===== src/rtl/result_uart_tx.sv =====
// Result UART transmitter: captures 16-bit CPU result words into a FIFO and sends each as two UART frames, low byte first.
// Define RESULT_UART_TX_PARITY_EN to insert an even-parity bit into every frame (11-bit frames instead of 8N1).
module result_uart_tx #(
  parameter int unsigned DATA_W       = 16,
  parameter int unsigned FIFO_DEPTH   = 8,
  parameter int unsigned CLKS_PER_BIT = 434
) (
  input  logic                         clk,
  input  logic                         reset,
  input  logic [DATA_W-1:0]            result_in,
  input  logic                         result_valid,
  input  logic                         ovf_clr,
  output logic                         tx,
  output logic                         busy,
  output logic                         overflow,
  output logic [$clog2(FIFO_DEPTH):0]  fifo_count
);

  localparam int unsigned PTR_W    = $clog2(FIFO_DEPTH);
  localparam int unsigned CNT_W    = PTR_W + 1;
  localparam int unsigned BAUD_W   = $clog2(CLKS_PER_BIT);
  localparam int unsigned CPB_LAST = CLKS_PER_BIT - 1;

  typedef enum logic [2:0] {
    S_IDLE,
    S_START,
    S_DATA,
`ifdef RESULT_UART_TX_PARITY_EN
    S_PARITY,
`endif
    S_STOP
  } state_t;

  state_t              r_state, w_state_nxt;
  logic [BAUD_W-1:0]   r_baud, w_baud_nxt;
  logic [2:0]          r_bit, w_bit_nxt;
  logic [DATA_W-1:0]   r_shift, w_shift_nxt;
  logic                r_hi, w_hi_nxt;
`ifdef RESULT_UART_TX_PARITY_EN
  logic                r_par, w_par_nxt;
`endif
  logic [PTR_W-1:0]    r_wr_ptr, w_wr_ptr_nxt;
  logic [PTR_W-1:0]    r_rd_ptr, w_rd_ptr_nxt;
  logic [CNT_W-1:0]    r_count, w_count_nxt;
  logic                r_tx, w_tx_nxt;
  logic                r_busy, w_busy_nxt;
  logic                r_ovf, w_ovf_nxt;
  logic [DATA_W-1:0]   r_mem [FIFO_DEPTH];

  logic                w_pop;
  logic                w_push;
  logic                w_drop;
  logic                w_full;
  logic                w_baud_done;

  assign w_full      = (r_count == CNT_W'(FIFO_DEPTH));
  assign w_baud_done = (r_baud == BAUD_W'(CPB_LAST));

  assign tx         = r_tx;
  assign busy       = r_busy;
  assign overflow   = r_ovf;
  assign fifo_count = r_count;

  // State and datapath registers
  always_ff @(posedge clk or negedge reset) begin
    if (!reset) begin
      r_state  <= S_IDLE;
      r_baud   <= '0;
      r_bit    <= '0;
      r_shift  <= '0;
      r_hi     <= 1'b0;
`ifdef RESULT_UART_TX_PARITY_EN
      r_par    <= 1'b0;
`endif
      r_wr_ptr <= '0;
      r_rd_ptr <= '0;
      r_count  <= '0;
      r_tx     <= 1'b1;
      r_busy   <= 1'b0;
      r_ovf    <= 1'b0;
    end else begin
      r_state  <= w_state_nxt;
      r_baud   <= w_baud_nxt;
      r_bit    <= w_bit_nxt;
      r_shift  <= w_shift_nxt;
      r_hi     <= w_hi_nxt;
`ifdef RESULT_UART_TX_PARITY_EN
      r_par    <= w_par_nxt;
`endif
      r_wr_ptr <= w_wr_ptr_nxt;
      r_rd_ptr <= w_rd_ptr_nxt;
      r_count  <= w_count_nxt;
      r_tx     <= w_tx_nxt;
      r_busy   <= w_busy_nxt;
      r_ovf    <= w_ovf_nxt;
    end
  end

  // FIFO storage needs no reset; pointers and count define validity
  always_ff @(posedge clk) begin
    if (w_push) begin
      r_mem[r_wr_ptr] <= result_in;
    end
  end

  always_comb begin
    w_state_nxt  = r_state;
    w_baud_nxt   = r_baud;
    w_bit_nxt    = r_bit;
    w_shift_nxt  = r_shift;
    w_hi_nxt     = r_hi;
`ifdef RESULT_UART_TX_PARITY_EN
    w_par_nxt    = r_par;
`endif
    w_pop        = 1'b0;
    w_push       = 1'b0;
    w_drop       = 1'b0;
    w_wr_ptr_nxt = r_wr_ptr;
    w_rd_ptr_nxt = r_rd_ptr;
    w_count_nxt  = r_count;
    w_tx_nxt     = 1'b1;
    w_busy_nxt   = 1'b0;
    w_ovf_nxt    = r_ovf;

    unique case (r_state)
      S_IDLE: begin
        if (r_count != '0) begin
          w_pop       = 1'b1;
          w_shift_nxt = r_mem[r_rd_ptr];
          w_hi_nxt    = 1'b0;
          w_baud_nxt  = '0;
          w_state_nxt = S_START;
        end
      end
      S_START: begin
        if (w_baud_done) begin
          w_baud_nxt  = '0;
          w_bit_nxt   = '0;
`ifdef RESULT_UART_TX_PARITY_EN
          w_par_nxt   = 1'b0;
`endif
          w_state_nxt = S_DATA;
        end else begin
          w_baud_nxt = r_baud + BAUD_W'(1);
        end
      end
      S_DATA: begin
        // The shift register walks through both bytes, so the high byte is in place after the low frame
        if (w_baud_done) begin
          w_baud_nxt  = '0;
          w_shift_nxt = {1'b0, r_shift[DATA_W-1:1]};
`ifdef RESULT_UART_TX_PARITY_EN
          w_par_nxt   = r_par ^ r_shift[0];
`endif
          if (r_bit == 3'd7) begin
`ifdef RESULT_UART_TX_PARITY_EN
            w_state_nxt = S_PARITY;
`else
            w_state_nxt = S_STOP;
`endif
          end else begin
            w_bit_nxt = r_bit + 3'd1;
          end
        end else begin
          w_baud_nxt = r_baud + BAUD_W'(1);
        end
      end
`ifdef RESULT_UART_TX_PARITY_EN
      S_PARITY: begin
        if (w_baud_done) begin
          w_baud_nxt  = '0;
          w_state_nxt = S_STOP;
        end else begin
          w_baud_nxt = r_baud + BAUD_W'(1);
        end
      end
`endif
      S_STOP: begin
        if (w_baud_done) begin
          w_baud_nxt = '0;
          if (!r_hi) begin
            w_hi_nxt    = 1'b1;
            w_state_nxt = S_START;
          end else begin
            w_state_nxt = S_IDLE;
          end
        end else begin
          w_baud_nxt = r_baud + BAUD_W'(1);
        end
      end
      default: w_state_nxt = S_IDLE;
    endcase

    // A pop in the same cycle frees a slot, so a push into a full FIFO is still accepted
    w_push = result_valid && (!w_full || w_pop);
    w_drop = result_valid && w_full && !w_pop;

    if (w_push) w_wr_ptr_nxt = r_wr_ptr + PTR_W'(1);
    if (w_pop)  w_rd_ptr_nxt = r_rd_ptr + PTR_W'(1);

    unique case ({w_push, w_pop})
      2'b10:   w_count_nxt = r_count + CNT_W'(1);
      2'b01:   w_count_nxt = r_count - CNT_W'(1);
      default: w_count_nxt = r_count;
    endcase

    if (w_drop) begin
      w_ovf_nxt = 1'b1;
    end else if (ovf_clr) begin
      w_ovf_nxt = 1'b0;
    end

    unique case (w_state_nxt)
      S_START:  w_tx_nxt = 1'b0;
      S_DATA:   w_tx_nxt = w_shift_nxt[0];
`ifdef RESULT_UART_TX_PARITY_EN
      S_PARITY: w_tx_nxt = w_par_nxt;
`endif
      default:  w_tx_nxt = 1'b1;
    endcase

    w_busy_nxt = (w_state_nxt != S_IDLE) || (w_count_nxt != '0);
  end

endmodule


===== config.mk =====
export PLATFORM = sky130hd
export DESIGN_NAME = result_uart_tx
export DESIGN_NICKNAME = d
export VERILOG_FILES = /design/src/rtl/result_uart_tx.sv
export SDC_FILE = /design/constraint.sdc
export NUM_CORES = 1
export LEC_CHECK = 0
export CAP_MARGIN = 20
export CORE_MARGIN = 2
export CORE_UTILIZATION = 35
export DETAILED_ROUTE_END_ITERATION = 7
export MAX_ROUTING_LAYER = met4
export PLACE_DENSITY = 0.5
export SYNTH_ARGS = -nofsm -noshare
export SYNTH_HDL_FRONTEND = slang
export SYNTH_SLANG_ARGS = --single-unit

===== constraint.sdc =====
create_clock -name clk -period 3.2 [get_ports clk]
set_input_delay 0.32 -clock clk [delete_from_list [all_inputs] [get_ports clk]]
set_output_delay 0.32 -clock clk [all_outputs]
set_load 0.05 [all_outputs]

After elaboration in Yosys (flattened, before gate mapping)
Memories as Yosys holds them, arrays and structs flattened.
Index checks and enable logic that the tools add are counted.
W data, S select, Z words.
{"block": "totals", "output_inout_bits": 7, "elab_cells": 83, "ramBits": 128, "reg_bits": 45, "mem_count": 1, "in_bits": 20}
{"block": "classes", "n_reduce_logical": 21, "eq_ne": 15, "muxes": 28, "addsub": 6}
{"memory": "r_mem", "depth": 8, "word_bits": 16, "read_ports": 1, "rd_clocked_by_memory_dff": 0, "wr": 1, "line": "48", "source": "logic [DATA_W-1:0] r_mem [FIFO_DEPTH];"}
{"op": "$mux W16", "count": 2}
{"op": "$pmux W16 S2", "count": 1}
{"op": "$mux W3", "count": 8}
{"op": "$mux W9", "count": 2}
{"op": "$pmux W9 S2", "count": 1}
{"op": "$pmux W3 S4", "count": 1}
{"op": "$ne A2 B2 Y1 const B", "count": 5}
{"op": "$reduce_bool A2 Y1", "count": 5}
{"op": "$add A3 B1 Y3 const B", "count": 3}
{"op": "$add A9 B1 Y9 const B", "count": 1}
{"op": "$eq A3 B2 Y1 const B", "count": 3}
{"op": "$eq A9 B9 Y1 const B", "count": 1}
{"op": "$mux W1", "count": 9}
{"op": "$pmux W4 S2", "count": 1}
{"op": "$reduce_bool A4 Y1", "count": 2}
{"op": "$eq A3 B1 Y1 const B", "count": 2}
{"op": "$pmux W3 S2", "count": 1}
{"op": "$reduce_and A3 Y1", "count": 2}
{"op": "$add A4 B1 Y4 const B", "count": 1}
{"op": "$eq A4 B4 Y1 const B", "count": 1}
{"op": "$pmux W1 S2", "count": 2}
{"op": "$reduce_and A4 Y1", "count": 1}
{"op": "$sub A4 B1 Y4 const B", "count": 1}
{"op": "$eq A3 B3 Y1 const B", "count": 1}
{"op": "9 further kinds", "count": 13}

Logic depth before layout (Yosys ltp)
{"block": "depth", "depth_word": 9, "depth_mapped": 9, "mapped_depth_nobuf": 8}

Worst setup path after synthesis
No wires, ideal clock.
{"block": "synth_timing", "path_type": "flip-flop to flip-flop", "start": "register r_count[2], in the netlist fifo_count[2]", "end": "memory r_mem[4][0] (enable)", "t_arrival_ps": 3182, "stages_incl_launch_ff": 6, "t_required_ps": 2764, "period_less_slack_ps": 3619, "slack_ps": -419, "cell_sequence": "dfrtp_1 -> clkbuf_1 -> nor3_1 -> and3_1 -> nand2b_1 -> nor4b_1"}
{"block": "synth_between", "elab_chain_cells": 7, "elab_cells_between_ends": 9}
{"element": "start, declared", "line": "44", "source": "logic [CNT_W-1:0] r_count, w_count_nxt;"}
{"element": "start signal, assigned", "line": "92", "source": "r_count <= w_count_nxt;"}
{"element": "$reduce_bool A4 Y1", "line": "127", "source": "if (r_count != '0) begin"}
{"element": "$mux W1", "line": "127"}
{"element": "$mux W1", "line": "125", "source": "unique case (r_state)"}
{"element": "$logic_or A1 B1 Y1 *", "line": "195", "source": "w_push = result_valid && (!w_full || w_pop);"}
{"element": "$logic_and A1 B1 Y1 *", "line": "195"}
{"element": "$mux W1 *", "line": "101", "source": "if (w_push) begin"}
{"element": "$mux W1 (implied by the code) *", "line": "102", "source": "r_mem[r_wr_ptr] <= result_in;"}
{"element": "end, declared", "line": "48"}
Mark *: on every way between the ends. The rest lies on a longest branch, timed or not.

Worst setup path in the final report
{"block": "layout_timing", "start": "register r_count[0], in the netlist fifo_count[0]", "end": "register r_busy, in the netlist busy"}
{"block": "layout_between", "elab_chain_cells": 9, "elab_cells_between_ends": 17}
{"element": "$reduce_bool A4 Y1", "line": "127"}
{"element": "$mux W1", "line": "127"}
{"element": "$mux W1", "line": "125"}
{"element": "$logic_or A1 B1 Y1", "line": "195"}
{"element": "$logic_and A1 B1 Y1", "line": "195"}
{"element": "$eq A2 B1 Y1 / $eq A2 B2 Y1 (equally long branches)", "line": "201", "source": "unique case ({w_push, w_pop})"}
{"element": "$pmux W4 S2 *", "line": "201"}
{"element": "net w_count_nxt[2]", "line": "44"}
{"element": "$reduce_bool A4 Y1 *", "line": "222", "source": "w_busy_nxt = (w_state_nxt != S_IDLE) || (w_count_nxt != '0);"}
{"element": "$logic_or A1 B1 Y1 *", "line": "222"}
{"element": "net w_busy_nxt", "line": "46", "source": "logic r_busy, w_busy_nxt;"}
{"element": "end signal, assigned", "line": "94", "source": "r_busy <= w_busy_nxt;"}
{"element": "end, declared", "line": "46"}
Mark *: on every way through the listed nets, which the timed path passes. The rest lies on a longest branch.
A chain may end at the register's enable or synchronous reset.

==> flow_summary_export.csv <==
group,metric,value,unit
floorplan,dieArea,21390,um^2
place,dpl.hpwl,8035,um
synth,yosysWarnings,0,
floorplan,die_y,146.3,um
setup_path,arrival,2.99,ns
place,io_buffers,26,
route,viasPerCell,5.096,
finish,multi_input_area,2033,um^2
timing,relSlewSlack,0.3377,
setup_path,end_kind,"flip-flop",
route,vias,3807,
timing,max_freq,370.0,MHz
route,drc,0,
synth,yosysTopAreaCell,"edfxtp_1",
place,place_ws,0.4543,ns
setup_path,r2r_start,"fifo_count[0]",
floorplan,start_util,0.3535,
clocking,cts_setup_buffers,0,
timing,rsz0062_at_grt,"no",
finish,final_common_cell,"edfxtp_1",
grt,grt_pass1_vias,3854,
min_path,hp-class,"in -> async",
setup_path,reg2reg_slack,0.50,ns
grt,grt_pass1_wl,22370,um
setup_path,worst-setup-path-type,"reg -> reg",
floorplan,fp.coreArea,20040,um^2
synth,synth-edff-count,128,
clocking,cts-root-buf,"clkbuf_16",
clocking,clockBufferDepth,2,
route,ant_nets,0,
power,irDropWorstVdd,400.1,uV
timing,setup_ws,0.4977,ns
synth,syn_inst,425,
outcome,status,"completed",
synth,yosys.cell_types.count,55,
finish,seq_area,4972,um^2
synth,postSynth.asyncResetShare,0.2601,
grt,grt_max_degree,35,
setup_path,cp_slowest_stage_delay,0.60,ns
timing,finalCritPeriodShare,0.8445,
synth,yosysSeqAreaShare,0.7018,
finish,fillCellCount,1848,
power,p_total,7.118,mW
grt,grtUsageTotal,0.1446,
clocking,htree_levels,4,
place,gp_congestion,0.7482,
synth,synth_seq_cells,173,
setup_path,slowest_stage,"nor4_1",
finish,layout_common_cells,"128 x edfxtp_1, 43 x dfrtp_1, 34 x o21ai_0, 32 x mux4_2",
finish,syn_to_final_growth,18.27,%
power,power_density,849.7,nW/um^2
setup_path,worstPathMaxFanout,9,
setup_path,crit_chain,"nor4_1 > nor2_1 > a21o_1 > ha_1 > a32o_1 > xor2_1 > or4_1",
route,dr.pass1.iters,4,
route,routed_wl,13910,um
setup_path,start_kind,"flip-flop",
clocking,cts_resized,0,
clocking,cts_tree,"built",
timing,period_needed,2.702,ns
synth,synth_area_leaders,"edfxtp_1 54%, dfrtp_1 16%, mux4_2 10%",
timing,fin_tns_setup,0,ns
synth,ys.flop_type,"edfxtp_1",
timing,fin_hold_ws,0.4496,ns
power,leakage,2.931,nW
grt,grt-ovfl-total,0,
floorplan,rows,52,
route,wl_per_cell,18.62,um
setup_path,worstRegToRegCells,7,
setup_path,required,3.49,ns
finish,utilization,0.4180,
timing,slew_viol_final,0,
finish,nNetsFinal,491,
run,maxCapViolCount,0,
synth,syn-cell-area,7083,um^2
clocking,clkSinkCount,173,
floorplan,die_x,146.3,um
clocking,path_clk_slew,0.07,ns
route,drt-initial-drc-count,239,
synth,yosys.area.top_type_share,0.5427,
setup_path,r2r_end,"busy",
timing,final_hold_viol_count,0,
clocking,cts_made_buffers,17,
timing,setup_viol,0,
grt,antenna_found_initial,0,
timing,finClkSkew,0.01716,ns
clocking,clkLatencyLatePin,0.43,ns
synth,synth_nets,452,
floorplan,io-pin-count,27,
timing,max_slew.worst_pin.slew,0.9897,ns
synth,synth.avg_cell_area,16.67,um^2
finish,diodes,0,
finish,drive_above_1_share,0.2013,
cell usage after synthesis, types with 2 or more instances:
| master | n |
|---|---|
| clkbuf_1 | 13 |
| o22ai_1 | 2 |
| nor4_1 | 3 |
| mux4_2 | 32 |
| buf_1 | 3 |
| edfxtp_1 | 128 |
| inv_1 | 7 |
| o21ai_0 | 34 |
| a22oi_1 | 15 |
| or4_1 | 2 |
| nand2_1 | 25 |
| or3_1 | 2 |
| nor3_1 | 7 |
| a31oi_1 | 2 |
| buf_2 | 5 |
| xnor2_1 | 6 |
| mux2i_1 | 16 |
| a21oi_1 | 4 |
| nand2b_1 | 3 |
| o31ai_1 | 4 |
| a21o_1 | 3 |
| nor3b_1 | 2 |
| and3_1 | 3 |
| ha_1 | 7 |
| dfrtp_1 | 44 |
| nor2b_1 | 5 |
| nor2_1 | 15 |
| nand3_1 | 5 |
| buf_6 | 2 |
repair_timing:
item,4_1_cts,5_1_grt
endpoints found under the hold margin,26,0
setup endpoints to repair,0,0
hold buffers,1,0
stage by stage:
| stage | cells | instance area (um^2) |
|---|---|---|
| global route | 747 | 8377 |
| global placement | 714 | 7757 |
| finish | 747 | 8377 |
| detailed placement | 714 | 7757 |
| floorplan | 425 | 7096 |
| CTS | 747 | 8377 |
final cells by class:
| class | count | area share |
|---|---|---|
| flip-flops and latches | 173 | 0.5936 |
| multi-input cells | 222 | 0.2427 |
| clock buffers | 17 | 0.05078 |
| repair buffers | 43 | 0.04750 |
| well taps | 270 | 0.04033 |
| clock inverters | 15 | 0.02196 |
| inverters | 7 | 0.003137 |
kinds of logic (layout without fill, tap and decap cells):
group,Yosys count,in the layout,share of synthesized area
mux,49,49,0.1259
simple gates,83,83,0.06377
buf+inv,30,82,0.01890
xor+xnor,7,7,0.008656
other cells,1,1,0.0005294
flops,173,173,0.7018
fa+ha+maj,7,7,0.01236
compound gates,75,75,0.06801
power by group:
part / total (mW) / leakage, nW / internal (mW) / switching (mW)
clock: 2.05 / 0.294 / 1.06 / 0.988
sequential: 3.22 / 1.73 / 2.85 / 0.363
combinational: 1.85 / 0.905 / 0.885 / 0.967
total: 7.12 / 2.93 / 4.80 / 2.32
state kept, by name, indices dropped and copies added (netlist names):
name and count:
r_mem 128, tx 1, r_shift 16, busy 1, r_baud 9, r_hi 1, r_bit 3, r_rd_ptr 3
overflow 1, fifo_count 4, r_state 3, r_wr_ptr 3
how the worst max path moves through the flow:
stage	start	depth (start not counted)	endpoint
6_report	fifo_count[0]	7	busy
5_1_grt	fifo_count[0]	5	r_shift[5]
4_1_cts	fifo_count[0]	7	busy
3_5_place_dp	result_valid	9	busy
3_3_place_gp	result_valid	9	busy
2_1_floorplan	fifo_count[2]	6	r_mem[6][0]
critical path, delay by kind of cell, from the launching register on:
kind	cells	cell delay, ns
and+or+nand+nor	3	1.29
DFF	1	0.49
AOI/OAI and AO/OA	2	0.47
adders and majority gates	1	0.19
xor gates and xnor gates	1	0.15
per-layer routing:
metal,vias up,routed length [um],GRT usage
li1,1756,-,-
met1,1970,6472,0.1849
met2,69,6853,0.2304
met3,12,427,0.03344
met4,0,153,0.04660
met5,-,0,-
Power figures use the tool's default switching activity.
==> patch: new RTL, same flow settings <==
The option `RESULT_UART_TX_PARITY_EN` is turned on by a define.
--- a/src/rtl/result_uart_tx.sv
+++ b/src/rtl/result_uart_tx.sv
@@ -1,4 +1,6 @@
 // Result UART transmitter: captures 16-bit CPU result words into a FIFO and sends each as two UART frames, low byte first.
 // Define RESULT_UART_TX_PARITY_EN to insert an even-parity bit into every frame (11-bit frames instead of 8N1).
+`define RESULT_UART_TX_PARITY_EN
+
 module result_uart_tx #(
   parameter int unsigned DATA_W       = 16,
Behaviour: no difference found for any inputs over 10 cycles, from zero or initial values and one cycle with reset low; that may be too few to reach the edited logic, so the function may still have changed.
==> patch against the unedited design <==
Non-clock buffer count rose by 3. Area after synthesis rose by 1.5%. Global-route usage rose by 0.29 points. Synthesized cell count rose by 0.94%. First-iteration DRC count fell by 2.5%. Critical path type unchanged. Setup slack got worse by 210 ps. Utilization rose by 0.34 points. Via count fell by 0.21%. Wire length rose by 5.0%. Cell area rose by 1.5%. Sequential cell count rose by 1. Die area rose by 1.4%.
Power is not compared: it rests on default switching activity, and its combinational part moved more than twofold at a synthesized area within 25%.
==> patch: results (changes against the unedited design) <==
==================================================================================
DR vias                                                                       3799   -0.21%
Area post-placement                                                     7880 sq um   +1.6%
Post-route insts no fill                                                       755   +1.1%
Gp weighted congestion                                                       0.775   +3.6%
Iteration-0 DRC Markers                                                        233   -2.5%
Clk_skew                                                                   18.9 ps   +1.75 ps
Final routed wire length divided by cell count                             19.3 um   +3.8%
Outcome                                                               finished, final reports clean
Transition at the pin with the smallest max-transition slack                873 ps   -116 ps
Ranking of synthesized cells by instance count                        128 x edfxtp_1, 45 x dfrtp_1, 33 x mux4_2
Share of final-layout standard cells stronger than drive strength 1          21.0%   +0.91 points
Total power                                                                5.71 mW
Top cell family by delay on the critical path                         simple AND/OR/NAND/NOR gates
Maximum fanout count along the critical path                                     6   -3
Clock latency on the worst-skew pair                                        440 ps
Post-detailed-placement half-perimeter wirelength                          8640 um   +7.5%
Highest clock frequency the design can meet                                343 MHz   -7.3%
Total track usage                                                            14.8%   +0.29 points
Post-layout nets                                                               502   +2.2%
Post-synthesis net count                                                       459   +1.5%
Worst-case vdd ir drop                                                    0.441 mV
Synth Area in Compound Gates                                                 5.29%   -1.5 points
Crit path DAT                                                              3190 ps   +200 ps
Crit path max-delay cell type                                                or4_1
Worst R2R End                                                                 busy
Share of synthesized area occupied by flip-flops and latches                 69.5%   -0.68 points
Number of distinct library cells after synthesis                                50   -9.1%
Via count of the first global-routing pass                                    3973   +3.1%
Adder-cell share of the synthesized area                                     1.85%   +0.61 points
Share of the synthesized netlist area taken by xor and xnor gates            1.58%   +0.72 points
Post-synthesis mux area share                                                13.3%   +0.70 points
Post-Place Cells                                                               723   +1.3%
Launch point of the critical path                                     fifo_count[1]
Async SR Flop Fraction                                                       26.4%   +0.43 points
Pre-antenna DRT Iters                                                            7   +3
First-pass GRT wire length                                                22900 um   +2.2%
Place WS                                                                    277 ps   -177 ps
Top post-synthesis cells by area                                      edfxtp_1 53%, dfrtp_1 16%, mux4_2 10%, mux2i_1 2.6%, a22oi_1 1.6%
Largest net degree at the start of global routing                               38   +8.6%
Logic depth of the worst register-to-register path                              10   +3
Post-Syn Instances                                                             429   +0.94%
Hold Worst Slack                                                           17.3 ps   -432 ps
==================================================================================
[patch: cell count changes after synthesis, moves of 4 or more]
cell     before  now
a22o_1        0    5
inv_1         7   14
nand2_1      25   16
nand4_1       0    4
nor2_1       15   20
nor3_1        7   13
o21ai_0      34   10
o21ai_1       0   11
o31ai_1       4    0
xnor2_1       6   11
[patch: cell families after synthesis]
family          Yosys count
flops                   174
simple gates             83
compound gates           58
mux                      54
buf+inv                  37
xor+xnor                 13
fa+ha+maj                10
[patch: metal layers]
layer | global-route usage, % | wire length (um)
met1 | 18.2 | 6550
met2 | 24.2 | 7420
met3 | 3.14 | 373
met4 | 5.29 | 255
met5 | - | 0
[patch: layout make-up]
cell class / instances / area [sq um]
fill: 1829 / 11700
sequential: 174 / 5000
multi-input combinational: 218 / 2070
clock buffer: 17 / 425
timing repair buffer: 46 / 418
tap: 270 / 338
clock inverter: 15 / 191
inverter: 15 / 56.3
